## src/rtl/stopwatch_ctrl.sv

```systemverilog
// Stopwatch controller: counts MM:SS.cc in BCD, one count per tick_in rise.
// tick_in and the buttons are synchronised and edge-detected in the clkin
// domain. The display shows either the live counters or a frozen lap snapshot,
// and feeds six registered 7-segment digit outputs.
//
// state    | meaning
// ---------+--------------------------------------------------
// ST_IDLE  | counters held at zero, waiting for start
// ST_RUN   | tick events advance the counters, lap toggles freeze
// ST_PAUSE | counters hold, a lap event can only release the freeze
module stopwatch_ctrl #(
    parameter int SYNC_STAGES    = 2,
    parameter int MIN_LIMIT      = 59,
    parameter bit SEG_ACTIVE_LOW = 1'b1
) (
    input  logic       clkin,
    input  logic       rst,
    input  logic       tick_in,
    input  logic       start_stop,
    input  logic       clear,
    input  logic       lap,
    output logic [7:0] cs_bcd,
    output logic [7:0] sec_bcd,
    output logic [7:0] min_bcd,
    output logic       running,
    output logic       lap_hold,
    output logic       overflow,
    output logic [6:0] hex0,
    output logic [6:0] hex1,
    output logic [6:0] hex2,
    output logic [6:0] hex3,
    output logic [6:0] hex4,
    output logic [6:0] hex5
);

    localparam logic [1:0] ST_IDLE  = 2'd0;
    localparam logic [1:0] ST_RUN   = 2'd1;
    localparam logic [1:0] ST_PAUSE = 2'd2;

    localparam logic [7:0] MIN_LIM_BCD = {4'(MIN_LIMIT / 10), 4'(MIN_LIMIT % 10)};
    localparam logic [6:0] SEG_ZERO    = SEG_ACTIVE_LOW ? 7'b1000000 : 7'b0111111;

    // Bit order of the conditioned inputs: {lap, clear, start, tick}
    logic [3:0]                   in_raw;
    logic [SYNC_STAGES-1:0][3:0]  sync_q, sync_d;
    logic [3:0]                   dly_q, dly_d;
    logic [3:0]                   ev;
    logic                         tick_ev, start_ev, clr_ev, lap_ev;

    logic [1:0]  state_q, state_d;
    logic [7:0]  cs_q, cs_d, sec_q, sec_d, min_q, min_d;
    logic [23:0] snap_q, snap_d;
    logic        lap_hold_q, lap_hold_d;
    logic        ovf_q, ovf_d;
    logic [23:0] disp_q, disp_d;
    logic [5:0][6:0] hex_q, hex_d;

    assign in_raw   = {lap, clear, start_stop, tick_in};
    assign tick_ev  = ev[0];
    assign start_ev = ev[1];
    assign clr_ev   = ev[2];
    assign lap_ev   = ev[3];

    function automatic logic [7:0] bcd_inc(input logic [7:0] v);
        if (v[3:0] == 4'd9) begin
            return {v[7:4] + 4'd1, 4'd0};
        end
        return {v[7:4], v[3:0] + 4'd1};
    endfunction

    function automatic logic [6:0] seg_decode(input logic [3:0] d);
        logic [6:0] p;
        case (d)
            4'd0:    p = 7'b0111111;
            4'd1:    p = 7'b0000110;
            4'd2:    p = 7'b1011011;
            4'd3:    p = 7'b1001111;
            4'd4:    p = 7'b1100110;
            4'd5:    p = 7'b1101101;
            4'd6:    p = 7'b1111101;
            4'd7:    p = 7'b0000111;
            4'd8:    p = 7'b1111111;
            4'd9:    p = 7'b1101111;
            default: p = 7'b0000000;
        endcase
        return SEG_ACTIVE_LOW ? ~p : p;
    endfunction

    // Synchroniser shift, delay flop and rising-edge event extraction
    always_comb begin
        sync_d = {sync_q[SYNC_STAGES-2:0], in_raw};
        dly_d  = sync_q[SYNC_STAGES-1];
        ev     = sync_q[SYNC_STAGES-1] & ~dly_q;
    end

    // Control FSM, BCD counters, lap snapshot and sticky overflow
    always_comb begin
        state_d    = state_q;
        cs_d       = cs_q;
        sec_d      = sec_q;
        min_d      = min_q;
        snap_d     = snap_q;
        lap_hold_d = lap_hold_q;
        ovf_d      = ovf_q;
        if (clr_ev) begin
            state_d    = ST_IDLE;
            cs_d       = 8'h00;
            sec_d      = 8'h00;
            min_d      = 8'h00;
            snap_d     = 24'h0;
            lap_hold_d = 1'b0;
            ovf_d      = 1'b0;
        end else begin
            case (state_q)
                ST_IDLE: begin
                    cs_d  = 8'h00;
                    sec_d = 8'h00;
                    min_d = 8'h00;
                    if (start_ev) state_d = ST_RUN;
                end
                ST_RUN: begin
                    // Snapshot takes the pre-increment value when tick and lap coincide
                    if (lap_ev) begin
                        lap_hold_d = ~lap_hold_q;
                        if (!lap_hold_q) snap_d = {min_q, sec_q, cs_q};
                    end
                    if (tick_ev) begin
                        if (cs_q == 8'h99) begin
                            cs_d = 8'h00;
                            if (sec_q == 8'h59) begin
                                sec_d = 8'h00;
                                if (min_q == MIN_LIM_BCD) begin
                                    min_d = 8'h00;
                                    ovf_d = 1'b1;
                                end else begin
                                    min_d = bcd_inc(min_q);
                                end
                            end else begin
                                sec_d = bcd_inc(sec_q);
                            end
                        end else begin
                            cs_d = bcd_inc(cs_q);
                        end
                    end
                    if (start_ev) state_d = ST_PAUSE;
                end
                ST_PAUSE: begin
                    if (start_ev) state_d = ST_RUN;
                    if (lap_ev && lap_hold_q) lap_hold_d = 1'b0;
                end
                default: state_d = ST_IDLE;
            endcase
        end
    end

    // Display source select and segment decode, registered one cycle behind the counters
    always_comb begin
        disp_d = lap_hold_q ? snap_q : {min_q, sec_q, cs_q};
        for (int i = 0; i < 6; i++) begin
            hex_d[i] = seg_decode(disp_d[4*i +: 4]);
        end
    end

    // State, counter and display registers
    always_ff @(posedge clkin or negedge rst) begin
        if (!rst) begin
            sync_q     <= '0;
            dly_q      <= '0;
            state_q    <= ST_IDLE;
            cs_q       <= 8'h00;
            sec_q      <= 8'h00;
            min_q      <= 8'h00;
            snap_q     <= 24'h0;
            lap_hold_q <= 1'b0;
            ovf_q      <= 1'b0;
            disp_q     <= 24'h0;
            hex_q      <= {6{SEG_ZERO}};
        end else begin
            sync_q     <= sync_d;
            dly_q      <= dly_d;
            state_q    <= state_d;
            cs_q       <= cs_d;
            sec_q      <= sec_d;
            min_q      <= min_d;
            snap_q     <= snap_d;
            lap_hold_q <= lap_hold_d;
            ovf_q      <= ovf_d;
            disp_q     <= disp_d;
            hex_q      <= hex_d;
        end
    end

    assign cs_bcd   = disp_q[7:0];
    assign sec_bcd  = disp_q[15:8];
    assign min_bcd  = disp_q[23:16];
    assign running  = (state_q == ST_RUN);
    assign lap_hold = lap_hold_q;
    assign overflow = ovf_q;
    assign hex0     = hex_q[0];
    assign hex1     = hex_q[1];
    assign hex2     = hex_q[2];
    assign hex3     = hex_q[3];
    assign hex4     = hex_q[4];
    assign hex5     = hex_q[5];

endmodule

```

## config.mk

```make
export PLATFORM = sky130hd
export DESIGN_NAME = stopwatch_ctrl
export DESIGN_NICKNAME = d
export VERILOG_FILES = /design/src/rtl/stopwatch_ctrl.sv
export SDC_FILE = /design/constraint.sdc
export NUM_CORES = 1
export LEC_CHECK = 0
export CELL_PAD_IN_SITES_DETAIL_PLACEMENT = 1
export CELL_PAD_IN_SITES_GLOBAL_PLACEMENT = 2
export CORE_MARGIN = 3
export CORE_UTILIZATION = 39
export CTS_CLUSTER_SIZE = 10
export DETAILED_ROUTE_END_ITERATION = 7
export PLACE_DENSITY_LB_ADDON = 0.1
export SYNTH_ARGS = -nofsm -noshare
export SYNTH_HDL_FRONTEND = slang
export SYNTH_SLANG_ARGS = --single-unit
```

## constraint.sdc

```tcl
create_clock -name clkin -period 5.25 [get_ports clkin]
set_input_delay 1.05 -clock clkin [delete_from_list [all_inputs] [get_ports clkin]]
set_output_delay 1.05 -clock clkin [all_outputs]
set_load 0.01 [all_outputs]
```

==> results of run 1 <==
## final cells by class
| class | instances | area [sq um] |
|---|---|---|
| Clock inverter | 5 | 75.1 |
| Inverter | 36 | 135 |
| Tap cell | 184 | 230 |
| Sequential cell | 130 | 3260 |
| Fill cell | 1572 | 7260 |
| Timing Repair Buffer | 77 | 773 |
| Clock buffer | 27 | 513 |
| Multi-Input combinational cell | 359 | 2450 |
## critical path, stage by stage, from the launching register on
cell             delay, ns
dfrtp_1               0.44
nand2b_1              0.33
inv_1                 0.31
clkdlybuf4s50_1       0.60
## metal layers
metal / vias up / share of wire [%]
met2: 64 / 48
li1: 2064 / -
met5: - / 0
met1: 2189 / 47
met4: 0 / 0.93
met3: 13 / 3.8
## where the power goes
| part | internal [mW] | leakage [nW] | switching [mW] |
|---|---|---|---|
| logic | 0.184 | 1.55 | 0.224 |
| clock network | 0.760 | 0.291 | 0.408 |
| registers | 1.06 | 1.76 | 0.0599 |
## cells by family after synthesis
| family | count (synthesis) | share of synthesized area (%) |
|---|---|---|
| AND/OR/NAND/NOR | 141 | 12.0 |
| AO/OA/AOI/OAI | 138 | 13.7 |
| flip-flops | 130 | 55.1 |
| buffers and inverters | 51 | 3.64 |
| adder cells (fa/ha/maj) | 42 | 8.88 |
| multiplexers | 37 | 6.56 |
| XOR/XNOR | 1 | 0.148 |
## state kept, by name, indices dropped and copies added (netlist names), 7 cells and up
signal	count
hex5	7
snap_q	24
disp_q	24
sec_q	8
hex2	7
hex4	7
hex1	7
cs_q	8
hex0	7
hex3	7
min_q	8
## per-stage QoR
step / std cells / setup slack, ns / instance area (sq um) / power (mW)
5_1_grt: 818 / 1.93 / 7430 / 2.84
4_1_cts: 818 / 2.08 / 7430 / 2.73
2_1_floorplan: 540 / 3.22 / 5920 / 1.37
3_5_place_dp: 786 / 2.31 / 6850 / 1.55
3_3_place_gp: 786 / 2.47 / 6850 / 1.54
6_report: 818 / 2.11 / 7430 / 2.70
## worst min-delay path by stage
stage	depth (start not counted)	start	slack, ns	endpoint
2_1_floorplan	0	sync_d[4]$_DFF_PN0_	0.33	dly_d[0]$_DFF_PN0_
3_3_place_gp	0	sync_d[6]$_DFF_PN0_	0.33	dly_d[2]$_DFF_PN0_
3_5_place_dp	0	sync_d[7]$_DFF_PN0_	0.34	dly_d[3]$_DFF_PN0_
4_1_cts	0	sync_d[6]$_DFF_PN0_	0.35	dly_d[2]$_DFF_PN0_
5_1_grt	0	sync_d[6]$_DFF_PN0_	0.36	dly_d[2]$_DFF_PN0_
6_report	0	sync_d[6]$_DFF_PN0_	0.35	dly_d[2]$_DFF_PN0_
## cell usage after synthesis, types with 2 or more instances
cell type	count
dfrtp_1	124
nand2_1	56
a21oi_1	53
o21ai_0	48
ha_1	42
inv_1	33
mux2i_1	32
nor2_1	29
nand3_1	12
nor3_1	10
buf_2	7
o31ai_1	7
clkbuf_1	6
dfstp_2	6
nand4_1	4
o21a_1	4
or4_1	4
a31oi_1	3
and3b_1	3
nand2b_1	3
nand3b_1	3
nor2b_1	3
o211ai_1	3
o22ai_1	3
o311ai_0	3
o41ai_1	3
a2111o_1	2
buf_6	2
inv_2	2
mux2_1	2
mux2_2	2
nand3b_4	2
nor4_1	2
nor4b_1	2
o22a_1	2
or3_1	2
==> PnR_summary.wiki, run 1 <==
{| class="wikitable"
! Metric !! Value
|-
| Power density over the cells || about 360 nW/um^2
|-
| Count of cells along the worst register-to-register path || 5
|-
| CP Capture Type || output pin
|-
| Count of endpoints failing setup in the final report || 0
|-
| Number of synthesized flops with an enable pin || 0
|-
| Final period util || around three fifths
|-
| Slew at the pin with the worst max-slew slack || roughly 1.3 ns
|-
| Post-synth cell types || 52
|-
| Core Box Area || ~15000 sq um
|-
| R2r setup slk || 2.31 ns
|-
| Initial cell density of the core || between 40 and 50%
|-
| Post-cts resize count || 0
|-
| Critical Path Start Type || register
|-
| Worst min path class || register to register
|-
| CTS Buf Count || 17
|-
| Count of yosys warnings during synthesis || 0
|-
| Count of hold buffers inserted by post-cts repair || 0
|-
| Buffer count from post-CTS setup fixing || 0
|-
| Count of nets after finishing || ~670
|-
| Synthesized Nets || ~600
|-
| Number of global-route vias before repair || ~4600
|-
| Unrepaired setup endpoints after global routing || false
|-
| Final estimated routing congestion in global placement || approximately 0.74
|-
| Reg clk slew, reported paths || about 0.060 ns
|-
| Cell Rows || 44
|-
| Reported leakage power || roughly 3.6 nW
|-
| Portion of synthesized cell area occupied by the leading cell type || between 50% and 60%
|-
| Max FO, Critical Path || 8
|-
| Critical path type || register to output pin
|-
| Final Max Slew Viols || 0
|-
| Top Ports || 75
|-
| GRT overflow || 0
|-
| Routed wirelength normalized by instance count || between 15 and 20 um
|-
| Max_slew headroom || 10.9%
|-
| Worst vdd rail ir drop || 227 uV
|-
| Total of max-cap violations || 0
|-
| Setup crit end || running
|-
| Source of the worst register-to-register timing path || lap_hold$_DFFE_PN0P_
|-
| Average footprint of a synthesized cell || about 11 sq um
|-
| Number of detailed-route iterations in the first pass || 4
|-
| Met3 usage in global routing || under 10%
|-
| Worst hold slack after final layout || roughly 0.35 ns
|-
| Vias || around 4300
|-
| Buffer type at the clock tree root || clkbuf_16
|-
| Post-synthesis cell count || 540
|-
| Met1 capacity usage during global routing || between 20% and 30%
|-
| Die width || 129 um
|-
| GRT met2 Usage || 28.2%
|-
| Total Wirelength || approximately 14000 um
|-
| Final min period || about 3.1 ns
|-
| Share of final-layout standard cells stronger than drive strength 1 || under 10%
|-
| Async S/R FF share, synth || between 90% and 100%
|-
| Beginning of the critical path || state_q[1]$_DFFE_PN0P_
|-
| HPWL after detailed placement || about 9100 um
|-
| Result of the run || finished clean
|-
| Post-detailed-route via-to-cell ratio || 5.29
|-
| Total count of hold-check failures in the final report || 0
|-
| Final total negative setup slack || 0 ns
|-
| CP Data Arrival Time || between 2 and 2.5 ns
|-
| Count of input and output buffers || 74
|-
| Count of antenna-violating nets left after detailed routing || 0
|-
| Fraction of the yosys area taken by sequential cells || a little under three fifths
|-
| Flop and latch count out of synthesis || 130
|-
| FF-to-FF End || hex1[5]$_DFF_PN0_
|-
| Synthesized cell area || around 6000 sq um
|-
| Primary flip-flop cell chosen by synthesis mapping || dfrtp_1
|-
| Die Height || ~130 um
|-
| Final worst clock skew || approximately 0.0073 ns
|-
| Clk Latency, worst-skew pair || 0.41 ns
|-
| Global-route wire length before repair || between 20000 and 25000 um
|-
| All-Layer GR Usage || about 17%
|-
| Fin util || between 50 and 60%
|-
| Number of antenna cells inserted || 0
|-
| Number of DRC markers in iteration 0 || 126
|-
| Residual DRC || 0
|-
| CTS tree || done
|-
| Largest cells by area after synthesis || dfrtp_1 (52%), ha_1 (8.9%), mux2i_1 (5.4%)
|-
| Most frequent cells in the layout || dfrtp_1 (124), clkdlybuf4s50_1 (73), nand2_1 (56), a21oi_1 (53), o21ai_0 (48)
|-
| Gr busiest metal || met2
|-
| H-Tree Level Count || 4
|-
| Dominant cell type by area after synthesis || dfrtp_1
|-
| Pin count of the biggest net entering global routing || between 100 and 150
|-
| Req. time, crit path || between 4 and 5 ns
|-
| Die Area || between 15000 and 20000 sq um
|-
| Initial antenna violation count || 0
|-
| Most frequent standard cell in the layout excluding fill and tap cells || dfrtp_1
|-
| Area added between synthesis and finish || 25.7%
|-
| Buffer depth of the longest clock path || 2
|-
| Maximum achievable frequency || between 300 and 400 MHz
|-
| Number of clock sinks seen by CTS || 130
|}
No activity file was read; power rests on OpenSTA's default activity.
==> inputs of run 2 (changes only) <==
Settings changed: CORE_UTILIZATION 39 to 33.
Clock period 5.25 ns to 2.5 ns, I/O delays scaled along.
==> run 2 against run 1 <==
Net effect:
- first-iteration DRC count is 38% lower
- clock skew hardly changed
- sequential power grew 100%
- non-clock buffer count grew 20
- worst hold slack got worse by 0.27 ns
- critical path type unchanged
- setup slack lost 2.0 ns
- total power rose by 100%
- global-route usage fell by 2.5 points
- clock-buffer cell count shrank 4
- largest cell class unchanged
- routed wire length is 1.2% higher
- critical path depth stayed put
- largest power group is now registers
==> PnR_summary.wiki, run 2 (synthesized netlist as in run 1, its figures left out) <==
{| class="wikitable"
! Metric !! Value
|-
| Top Ports || 75
|-
| Total of max-cap violations || 0
|-
| Post-Layout Cell Count || a little under 900
|-
| Buffer type at the clock tree root || clkbuf_16
|-
| Worst hold slack after final layout || about 0.079 ns
|-
| All-Layer GR Usage || 14.9%
|-
| Number of global-route vias before repair || roughly 4700
|-
| Worst vdd rail ir drop || between 400 and 500 uV
|-
| Total Wirelength || about 14000 um
|-
| Number of detailed-route iterations in the first pass || 4
|-
| Max_slew headroom || approximately 45%
|-
| H-Tree Level Count || 4
|-
| HPWL after detailed placement || between 9000 and 10000 um
|-
| Vias || roughly 4400
|-
| Die Height || 140 um
|-
| Final estimated routing congestion in global placement || between 0.8 and 0.9
|-
| Core Box Area || between 15000 and 20000 sq um
|-
| Placement-stage cell area || a little over 7000 sq um
|-
| Final worst clock skew || 0.00743 ns
|-
| Routed wirelength normalized by instance count || between 15 and 20 um
|-
| Req. time, crit path || ~2 ns
|-
| Critical path type || register to output pin
|-
| Critical Path Start Type || register
|-
| Result of the run || finished clean
|-
| Final period util || roughly 94%
|-
| Source of the worst register-to-register timing path || state_q[1]$_DFFE_PN0P_
|-
| Final Total Pwr || 5.50 mW
|-
| Reported leakage power || 3.67 nW
|-
| Number of clock sinks seen by CTS || 130
|-
| Pin count of the biggest net entering global routing || 49
|-
| Area added between synthesis and finish || 28.7%
|-
| Residual DRC || 0
|-
| GRT overflow || 0
|-
| Die width || approximately 140 um
|-
| CP Capture Type || output pin
|-
| Die Area || about 20000 sq um
|-
| Slew at the pin with the worst max-slew slack || ~0.8 ns
|-
| Number of DRC markers in iteration 0 || between 70 and 80
|-
| Cell area after layout || 7610 sq um
|-
| Final total negative setup slack || 0 ns
|-
| Count of input and output buffers || 74
|-
| Most frequent standard cell in the layout excluding fill and tap cells || dfrtp_1
|-
| Cell Rows || between 40 and 50
|-
| Post-detailed-route via-to-cell ratio || approximately 4.9
|-
| Count of endpoints failing setup in the final report || 0
|-
| Number of fillers in the final layout || 1908
|-
| Regs by FF count || disp_q x24, snap_q x24
|-
| Final min period || roughly 2.4 ns
|-
| Count of antenna-violating nets left after detailed routing || 0
|-
| Unrepaired setup endpoints after global routing || false
|-
| CP Data Arrival Time || 1.86 ns
|-
| Beginning of the critical path || state_q[1]$_DFFE_PN0P_
|-
| CTS tree || done
|-
| Global-route wire length before repair || between 20000 and 25000 um
|-
| Count of hold buffers inserted by post-cts repair || 0
|-
| R2r setup slk || 0.32 ns
|-
| Buffer depth of the longest clock path || 2
|-
| Total count of hold-check failures in the final report || 0
|-
| Most frequent cells in the layout || dfrtp_1 (124), clkdlybuf4s50_1 (73), nand2_1 (56), a21oi_1 (52), o21ai_0 (48)
|-
| Number of antenna cells inserted || 0
|-
| Initial antenna violation count || 0
|-
| Share of final-layout standard cells stronger than drive strength 1 || roughly 11%
|-
| Reg clk slew, reported paths || about 0.06 ns
|-
| Worst min path class || input pin to async pin
|-
| Initial cell density of the core || around 34%
|-
| Post-cts resize count || 0
|-
| Power density over the cells || 722 nW/um^2
|-
| CTS Buf Count || 17
|-
| Clk Latency, worst-skew pair || 0.41 ns
|-
| Maximum achievable frequency || 424 MHz
|-
| Post-placement cell count || between 800 and 900
|-
| Buffer count from post-CTS setup fixing || 0
|-
| Final Max Slew Viols || 0
|-
| Count of nets after finishing || roughly 700
|-
| Max FO, Critical Path || 7
|}
run 2: final timing paths:
check                                  endpoint  cells after the start
min in group clkin           dly_d[2]$_DFF_PN0_                      0
min reg2reg                  dly_d[2]$_DFF_PN0_                      0
max reg2reg                sec_q[5]$_DFFE_PN0P_                      5
max in group asynchronous     hex4[6]$_DFF_PN1_                      2
max                                     running                      3
min                        disp_q[11]$_DFF_PN0_                      1
run 2: final cells by class:
cell class	instances	area (sq um)	share of cell area [%]
clock buffer	23	488	6.41
timing repair buffer	97	948	12.5
tap	225	282	3.70
multi-input combinational	359	2440	32.1
inverter	36	135	1.77
sequential	130	3260	42.8
clock inverter	9	56.3	0.739
run 2: worst max-delay path, cell delays in order (launching register included):
cell and delay [ns]:
dfrtp_1 0.42, nand2b_1 0.18, inv_1 0.24, clkdlybuf4s50_1 0.61
run 2: through the flow:
stage	setup slack (ns)	utilization [%]
floorplan	0.475	-
global placement	0.350	40.6
detailed placement	0.285	40.6
CTS	0.106	43.7
global route	0.0424	43.7
finish	0.139	43.7
run 2: metal layers:
layer  share of wire [%]  vias up  track usage (%)
met1                  47     2171             19.6
li1                    -     2092                -
met3                 4.4       18             4.64
met2                  47       69             23.5
met5                   0        -                0
met4                 1.7        0             5.10
run 2: report_power, final:
part	internal [mW]	switching (mW)	leakage, nW	total [mW]
clock	1.36	0.887	0.265	2.25
sequential	2.23	0.0645	1.76	2.29
combinational	0.428	0.529	1.65	0.957
total	4.02	1.48	3.67	5.50
